`src/rtl/shift_unit_arbiter.sv`:
```
// Round-robin arbiter granting N_REQ requesters access to one shared shift/normalise unit.
// Optional watchdog abort of a hung unit is built when ARB_TIMEOUT_EN is defined.
module shift_unit_arbiter #(
  parameter int unsigned N_REQ   = 4,
  parameter int unsigned DATA_W  = 16,
  parameter int unsigned TIMEOUT = 64
) (
  input  logic                      clk,
  input  logic                      rst,
  input  logic [N_REQ-1:0]          req,
  input  logic [N_REQ*DATA_W-1:0]   req_data,
  output logic [N_REQ-1:0]          gnt,
  output logic                      unit_start,
  output logic [DATA_W-1:0]         unit_data,
  input  logic                      unit_done,
  input  logic [DATA_W-1:0]         unit_result,
  output logic [N_REQ-1:0]          rsp_valid,
  output logic [DATA_W-1:0]         rsp_data,
  output logic                      busy,
  output logic                      timeout_err
);

  localparam int unsigned IDX_W = $clog2(N_REQ);

  typedef enum logic [1:0] {
    IDLE,
    START,
    WAIT,
    RESP
  } state_t;

  state_t           state;
  logic [IDX_W-1:0] ptr;
  logic [IDX_W-1:0] gnt_idx;
  logic [IDX_W-1:0] win_idx;
  logic             win_found;
  logic [N_REQ-1:0] win_onehot;
  logic [IDX_W-1:0] ptr_next;
  logic [IDX_W:0]   cand_sum;

`ifdef ARB_TIMEOUT_EN
  localparam int unsigned WD_W = $clog2(TIMEOUT + 1);
  logic [WD_W-1:0] wd_cnt;
  logic            timeout_q;
  assign timeout_err = timeout_q;
`else
  // Watchdog not built; TIMEOUT is referenced only so the parameter list stays uniform.
  assign timeout_err = (TIMEOUT == 0) & 1'b0;
`endif

  // Search upward from the priority pointer, wrapping at N_REQ-1; first hit wins.
  always_comb begin
    win_found = 1'b0;
    win_idx   = '0;
    cand_sum  = '0;
    for (int unsigned i = 0; i < N_REQ; i++) begin
      cand_sum = {1'b0, ptr} + (IDX_W+1)'(i);
      if (cand_sum >= (IDX_W+1)'(N_REQ)) begin
        cand_sum = cand_sum - (IDX_W+1)'(N_REQ);
      end
      if (!win_found && req[cand_sum[IDX_W-1:0]]) begin
        win_found = 1'b1;
        win_idx   = cand_sum[IDX_W-1:0];
      end
    end
  end

  always_comb begin
    win_onehot          = '0;
    win_onehot[win_idx] = win_found;
  end

  assign ptr_next = (gnt_idx == IDX_W'(N_REQ - 1)) ? '0 : gnt_idx + IDX_W'(1);

  always_ff @(posedge clk or negedge rst) begin
    if (!rst) begin
      state      <= IDLE;
      ptr        <= '0;
      gnt_idx    <= '0;
      gnt        <= '0;
      unit_start <= 1'b0;
      unit_data  <= '0;
      rsp_valid  <= '0;
      rsp_data   <= '0;
      busy       <= 1'b0;
`ifdef ARB_TIMEOUT_EN
      wd_cnt     <= '0;
      timeout_q  <= 1'b0;
`endif
    end else begin
      case (state)
        IDLE: begin
          // A still-asserted unit_done belongs to the previous job; hold off until it drops.
          if (win_found && !unit_done) begin
            gnt        <= win_onehot;
            gnt_idx    <= win_idx;
            unit_data  <= req_data[win_idx*DATA_W +: DATA_W];
            unit_start <= 1'b1;
            busy       <= 1'b1;
            state      <= START;
          end
        end
        START: begin
          unit_start <= 1'b0;
          state      <= WAIT;
        end
        WAIT: begin
          if (unit_done) begin
            rsp_valid <= gnt;
            rsp_data  <= unit_result;
            state     <= RESP;
`ifdef ARB_TIMEOUT_EN
            wd_cnt    <= '0;
          end else if (wd_cnt == WD_W'(TIMEOUT - 1)) begin
            rsp_valid <= gnt;
            rsp_data  <= '0;
            timeout_q <= 1'b1;
            wd_cnt    <= '0;
            state     <= RESP;
          end else begin
            wd_cnt    <= wd_cnt + WD_W'(1);
`endif
          end
        end
        RESP: begin
          rsp_valid <= '0;
          gnt       <= '0;
          ptr       <= ptr_next;
          busy      <= 1'b0;
          state     <= IDLE;
`ifdef ARB_TIMEOUT_EN
          timeout_q <= 1'b0;
`endif
        end
        default: state <= IDLE;
      endcase
    end
  end

endmodule

```
`config.mk`:
```
export PLATFORM = sky130hd
export DESIGN_NAME = shift_unit_arbiter
export DESIGN_NICKNAME = d
export VERILOG_FILES = /design/src/rtl/shift_unit_arbiter.sv
export SDC_FILE = /design/constraint.sdc
export NUM_CORES = 1
export LEC_CHECK = 0
export CAP_MARGIN = 20
export CORE_ASPECT_RATIO = 1.25
export CORE_MARGIN = 5
export CORE_UTILIZATION = 40
export DETAILED_ROUTE_END_ITERATION = 16
export PLACE_DENSITY = 0.77
export RECOVER_POWER = 50
export SYNTH_ARGS = -nofsm -noshare
export SYNTH_HDL_FRONTEND = slang
export SYNTH_SLANG_ARGS = --single-unit
```
`constraint.sdc`:
```
create_clock -name clk -period 2.85 [get_ports clk]
set_clock_uncertainty 0.1 [all_clocks]
set_input_delay 0.57 -clock clk [delete_from_list [all_inputs] [get_ports clk]]
set_output_delay 0.57 -clock clk [all_outputs]
set_load 0.02 [all_outputs]
```
==> flow_summary_export.csv, run 1 <==
group,metric,value,unit
floorplanning,pin_count,130,
cts,postCtsResizedCells,0,
global_routing,grt_pass1_vias,2344,
timing,finalSetupTns,0,ns
synthesis,synth_edf_count,0,
timing,finalSetupViolations,0,
placed_design,hpwlAfterDp,5900,µm
worst_hold_path,hp-start,"gnt_idx[1]",
setup_path,start_kind,"primary input",
worst_hold_path,whs_path_depth,2,
routing,wl_per_cell,16.8,µm
final_layout,nNetsFinal,465,
floorplanning,die_area,7990,µm²
setup_path,r2r-start,"state[0]",
global_routing,antenna_found_initial,0,
synthesis,ys_warn_count,0,
final_layout,area_delta_synth_final,54.7,%
worst_hold_path,hold_path.class,"reg2reg",
routing,drt-total-wl,7660,µm
synthesis,synth_top_area_cell,"dfrtp_1",
final_layout,final_cells,457,
placed_design,gp_congestion,0.831,
placed_design,dp_cells,450,
cts,insertion_delay,0.29,ns
cts,path_clk_slew,0.09,ns
worst_hold_path,whs_endpoint,"gnt_idx[1]",
synthesis,syn-num-nets,346,
floorplanning,dieHeight,98.7,µm
timing,tightest_slew,1.41,ns
synthesis,seq_area_frac_synth,0.477,
setup_path,critical_path_required,2.92,ns
setup_path,cpMaxStageDelayCell,"clkdlybuf4s50_1",
synthesis,synth-seq-cells,48,
setup_path,worst-path-buf-inv,1,
setup_path,arrival,2.47,ns
cts,post_cts_buffers,0,
final_layout,drive_gt1_frac,0.0941,
setup_path,end_kind,"register",
timing,setup_ws,0.455,ns
timing,grt_setup_unrepaired,"no",
cts,postCtsHoldBufs,0,
setup_path,r2r-end,"rsp_data[10]",
setup_path,cp_max_fo,17,
routing,vias,2435,
power_and_ir_drop,irDropWorstVdd,0.413,mV
timing,period_minus_slack,2.39,ns
global_routing,grt_max_degree,33,
setup_path,critPathKind,"in2reg",
power_and_ir_drop,p_leak,1.56,nW
cts,htree_levels,2,
cts,cts_root_buffer,"clkbuf_8",
timing,finalCritPeriodShare,0.840,
power_and_ir_drop,powerDensity,955,nW/µm²
setup_path,reg2reg_depth,5,
routing,drc,0,
synthesis,avgSynthCellArea,9.96,µm²
routing,drt_iter0_drc,76,
cts,clk_path_buf_depth,2,
synthesis,syn_area,2520,µm²
timing,maxSlewViolCount,0,
setup_path,crit_chain,"clkdlybuf4s50_1, o21ai_0, a211o_1, a221oi_1, a31oi_1",
synthesis,yosysMostFrequentCell,"dfrtp_1",
routing,antenna_left,0,
synthesis,synth_area_leaders,"dfrtp_1, mux2_2, nand3_1, a221oi_1, a31oi_1",
placed_design,port_buffers,128,
synthesis,postSynthCellCount,253,
timing,hold_violations,0,
synthesis,yosys.cell_types.count,39,
setup_path,ff2ff_setup_slack,0.64,ns
cts,cts_inserted_buffers,5,
synthesis,synth_top_area_frac,0.477,
run,cap_violations,0,
routing,routed_via_density,5.33,
timing,slew_headroom,0.0580,
setup_path,slowest_delay,0.64,ns
cts,cts_tree,"yes",
final_layout,antennaDiodeCount,0,
cts,cts_sinks,48,
global_routing,grt_overflow_total,0,
global_routing,grt_usage,0.192,
outcome,outcome,"finished clean",
floorplanning,rows,32,
synthesis,synth_common_cells,"dfrtp_1, nand3_1, nor2_1",
routing,drt_first_pass_iters,4,
final_layout,fillers,561,
floorplanning,die_width,81.0,µm
synthesis,async_flop_share,1.00,
synthesis,ys.flop_type,"dfrtp_1",
setup_path,path_delay_family,"compound AO/OA/AOI/OAI gates",
timing,max_freq,0.418,GHz
placed_design,post-place-ws,0.140,ns
floorplanning,core_area,6170,µm²
floorplanning,initial_core_util,0.408,
global_routing,grt_pass1_wl,11900,µm
[stage by stage]
step                hold slack [ns]  power (mW)  instance area [µm²]   util
floorplan                     0.174        2.44                 2520      -
global placement              0.365        3.32                 3830  0.621
detailed placement            0.392        3.38                 3830  0.621
CTS                           0.147        3.77                 3910  0.634
global route                  0.424        3.97                 3900  0.632
finish                        0.403        3.72                 3900  0.632
[metal layers]
metal  share of wire  vias up  GRT usage
li1                -     1154          -
met1            0.42     1171      0.251
met2            0.49      100      0.319
met3           0.073       10     0.0375
met4           0.017        0     0.0546
met5               0        -          0
[cell families (layout without fill, tap and decap cells)]
kind of cell / count (synthesis) / in the layout / synth area share
other: 1 / 1 / 0.00149
AOI/OAI and AO/OA: 62 / 62 / 0.168
muxes: 22 / 22 / 0.0979
DFF: 48 / 48 / 0.477
buffers and inverters: 27 / 146 / 0.0586
adders and majority gates: 6 / 6 / 0.0298
and+or+nand+nor: 87 / 87 / 0.167
[flip-flops by register name, indices dropped and copies added (netlist names), 2 cells and up]
register,flops
gnt_idx,2
ptr,2
rsp_valid,4
unit_data,16
rsp_data,16
gnt,4
state,2
[where the power goes]
| group | internal [mW] | switching (mW) |
|---|---|---|
| registers | 1.01 | 0.208 |
| clock network | 0.167 | 0.215 |
| logic | 1.04 | 1.08 |
| total | 2.22 | 1.51 |
[worst max-delay path by stage]
| stage | from | endpoint | slack (ns) | depth (start not counted) |
|---|---|---|---|---|
| floorplan | req[0] | gnt[2] | 0.77 | 7 |
| global placement | req[2] | unit_data[13] | 0.18 | 5 |
| detailed placement | req[0] | unit_data[13] | 0.14 | 6 |
| CTS | req[2] | unit_data[13] | 0.45 | 5 |
| global route | req[2] | unit_data[13] | 0.34 | 5 |
| finish | req[2] | unit_data[13] | 0.46 | 5 |
[cell usage in the layout, fill, tap and decap left out, types with 2 or more instances in the layout]
master / count
o21ai_1: 2
a21oi_1: 5
mux2_2: 17
clkbuf_8: 5
a221oi_1: 16
nand2_1: 17
o21ai_0: 11
nor3_1: 2
clkbuf_1: 4
nor2_1: 22
a31oi_1: 21
dfrtp_1: 48
mux2i_1: 4
buf_4: 5
clkdlybuf4s50_1: 127
inv_1: 3
nor2b_1: 6
nand3_1: 31
ha_1: 6
[final cells by class]
| class | instances | area, µm² | share of cell area |
|---|---|---|---|
| multi-input cells | 178 | 1170 | 0.302 |
| clock buffers | 6 | 72.6 | 0.0186 |
| flip-flops and latches | 48 | 1200 | 0.308 |
| inverters | 3 | 11.3 | 0.00289 |
| repair buffers | 136 | 1330 | 0.340 |
| clock inverters | 1 | 5.00 | 0.00128 |
| well taps | 85 | 106 | 0.0273 |
[worst min-delay path: cells and delay by family, from the launching register on]
| family | cells | cell delay (ns) |
|---|---|---|
| DFF | 1 | 0.36 |
| and+or+nand+nor | 2 | 0.12 |
Power figures use the tool's default switching activity.
==> inputs of run 2 (changes only) <==
clock period = 2.4 ns   (was 2.85 ns; I/O delays follow)
==> run 2 against run 1 <==
Worst hold slack got worse by 0.046 ns. Setup slack got worse by 0.20 ns. Core utilization increased by 3.1 points. Critical endpoint is now busy. Largest cell class unchanged. Highest routed layer unchanged.
==> flow_summary_export.csv, run 2 (same netlist as run 1, synthesis figures left out) <==
group,metric,value,unit
routing,wl_per_cell,16.8,µm
cts,postCtsResizedCells,0,
final_layout,area_delta_synth_final,62.4,%
routing,routed_via_density,5.28,
timing,max_freq,0.466,GHz
timing,finalCritPeriodShare,0.895,
timing,hold_violations,0,
cts,insertion_delay,0.30,ns
routing,drt-total-wl,7950,µm
cts,cts_tree,"yes",
global_routing,grt_max_degree,33,
routing,wl_met3,606,µm
run,cap_violations,0,
cts,cts_inserted_buffers,5,
power_and_ir_drop,total_power,4.70,mW
timing,period_minus_slack,2.15,ns
global_routing,grt_overflow_total,0,
cts,path_clk_slew,0.09,ns
placed_design,port_buffers,128,
setup_path,arrival,2.21,ns
cts,htree_levels,2,
floorplanning,pin_count,130,
power_and_ir_drop,p_leak,1.67,nW
cts,clk_path_buf_depth,2,
routing,wl_met1,3180,µm
floorplanning,die_width,81.0,µm
routing,wl_met2,4000,µm
setup_path,critPathKind,"in2reg",
floorplanning,initial_core_util,0.408,
placed_design,gp_congestion,0.782,
timing,maxSlewViolCount,0,
final_layout,nNetsFinal,480,
power_and_ir_drop,irDropWorstVdd,0.459,mV
final_layout,antennaDiodeCount,0,
placed_design,hpwlAfterDp,6210,µm
setup_path,cp_max_fo,9,
timing,slew_headroom,0.117,
timing,grt_setup_unrepaired,"no",
final_layout,drive_gt1_frac,0.134,
outcome,outcome,"finished clean",
floorplanning,dieHeight,98.7,µm
cts,cts_root_buffer,"clkbuf_8",
final_layout,final_common_cell,"clkdlybuf4s50_1",
routing,drt_first_pass_iters,4,
global_routing,antenna_found_initial,0,
power_and_ir_drop,powerDensity,1150,nW/µm²
routing,vias,2497,
setup_path,ff2ff_setup_slack,0.50,ns
floorplanning,die_area,7990,µm²
final_layout,final-seq-area,1200,µm²
cts,postCtsHoldBufs,0,
global_routing,grt_usage,0.198,
routing,routed.top_layer,"met4",
floorplanning,rows,32,
setup_path,start_kind,"primary input",
cts,post_cts_buffers,0,
setup_path,critical_path_required,2.46,ns
floorplanning,core_area,6170,µm²
timing,tightest_slew,1.32,ns
global_routing,grt_pass1_wl,12300,µm
worst_hold_path,hold_path.class,"in2async",
timing,finalSetupViolations,0,
cts,cts_sinks,48,
final_layout,final_cell_mix,"clkdlybuf4s50_1, dfrtp_1, nand3_1",
global_routing,grt_pass1_vias,2479,
routing,antenna_left,0,
final_layout,reg_top3,"rsp_data: 16 flops, unit_data: 16 flops",
routing,drt_iter0_drc,97,
final_layout,final_cells,473,
setup_path,end_kind,"register",
final_layout,multi_input_area,1170,µm²
final_layout,fillers,532,
placed_design,dp_cells,465,
routing,drc,0,
-- run 2: path summary, 6_finish.rpt --
check                           endpoint       start  cells past startpoint
min                        unit_data[12]         rst                      1
min in group clk              gnt_idx[1]  gnt_idx[1]                      2
max in group asynchronous         gnt[3]         rst                      2
max                                 busy      req[0]                      6
max reg2reg                  rsp_data[3]    state[0]                      5
min reg2reg                   gnt_idx[1]  gnt_idx[1]                      2
-- run 2: report_power, final --
group	internal (mW)	switching, mW
logic	1.35	1.32
clock network	0.310	0.271
registers	1.20	0.253
-- run 2: routing by layer --
metal,vias up,GRT usage
met4,0,0.0663
met2,102,0.342
met3,13,0.0411
met5,-,0
met1,1193,0.241
li1,1189,-
-- run 2: critical path: stages --
cell             delay, ns
clkdlybuf4s50_1       0.51
or4_4                 0.58
and3b_1               0.27
buf_4                 0.21
nor2_1                0.10
a21oi_1               0.06
-- run 2: cell type report --
type                    instances  area share
clock inverters                 2     0.00857
repair buffers                151       0.364
inverters                       3     0.00275
multi-input cells             178       0.287
flip-flops and latches         48       0.294
well taps                      85      0.0260
clock buffers                   6      0.0177
-- run 2: metrics by stage --
stage / setup TNS, ns / cell area (µm²) / setup slack (ns) / hold slack, ns / util
floorplan: 0 / 2520 / 0.412 / 0.0844 / -
global placement: 0 / 4010 / 0.00251 / 0.368 / 0.650
detailed placement: -0.365 / 4010 / -0.0412 / 0.386 / 0.650
CTS: 0 / 4110 / 0.266 / 0.0860 / 0.667
global route: 0 / 4090 / 0.163 / 0.419 / 0.663
finish: 0 / 4090 / 0.252 / 0.357 / 0.663
==> inputs of run 3 (changes only) <==
SKIP_LAST_GASP = 1   (was default)
==> results of run 3 <==
No change in the layout: final DEF, timing and power equal those of run 2.
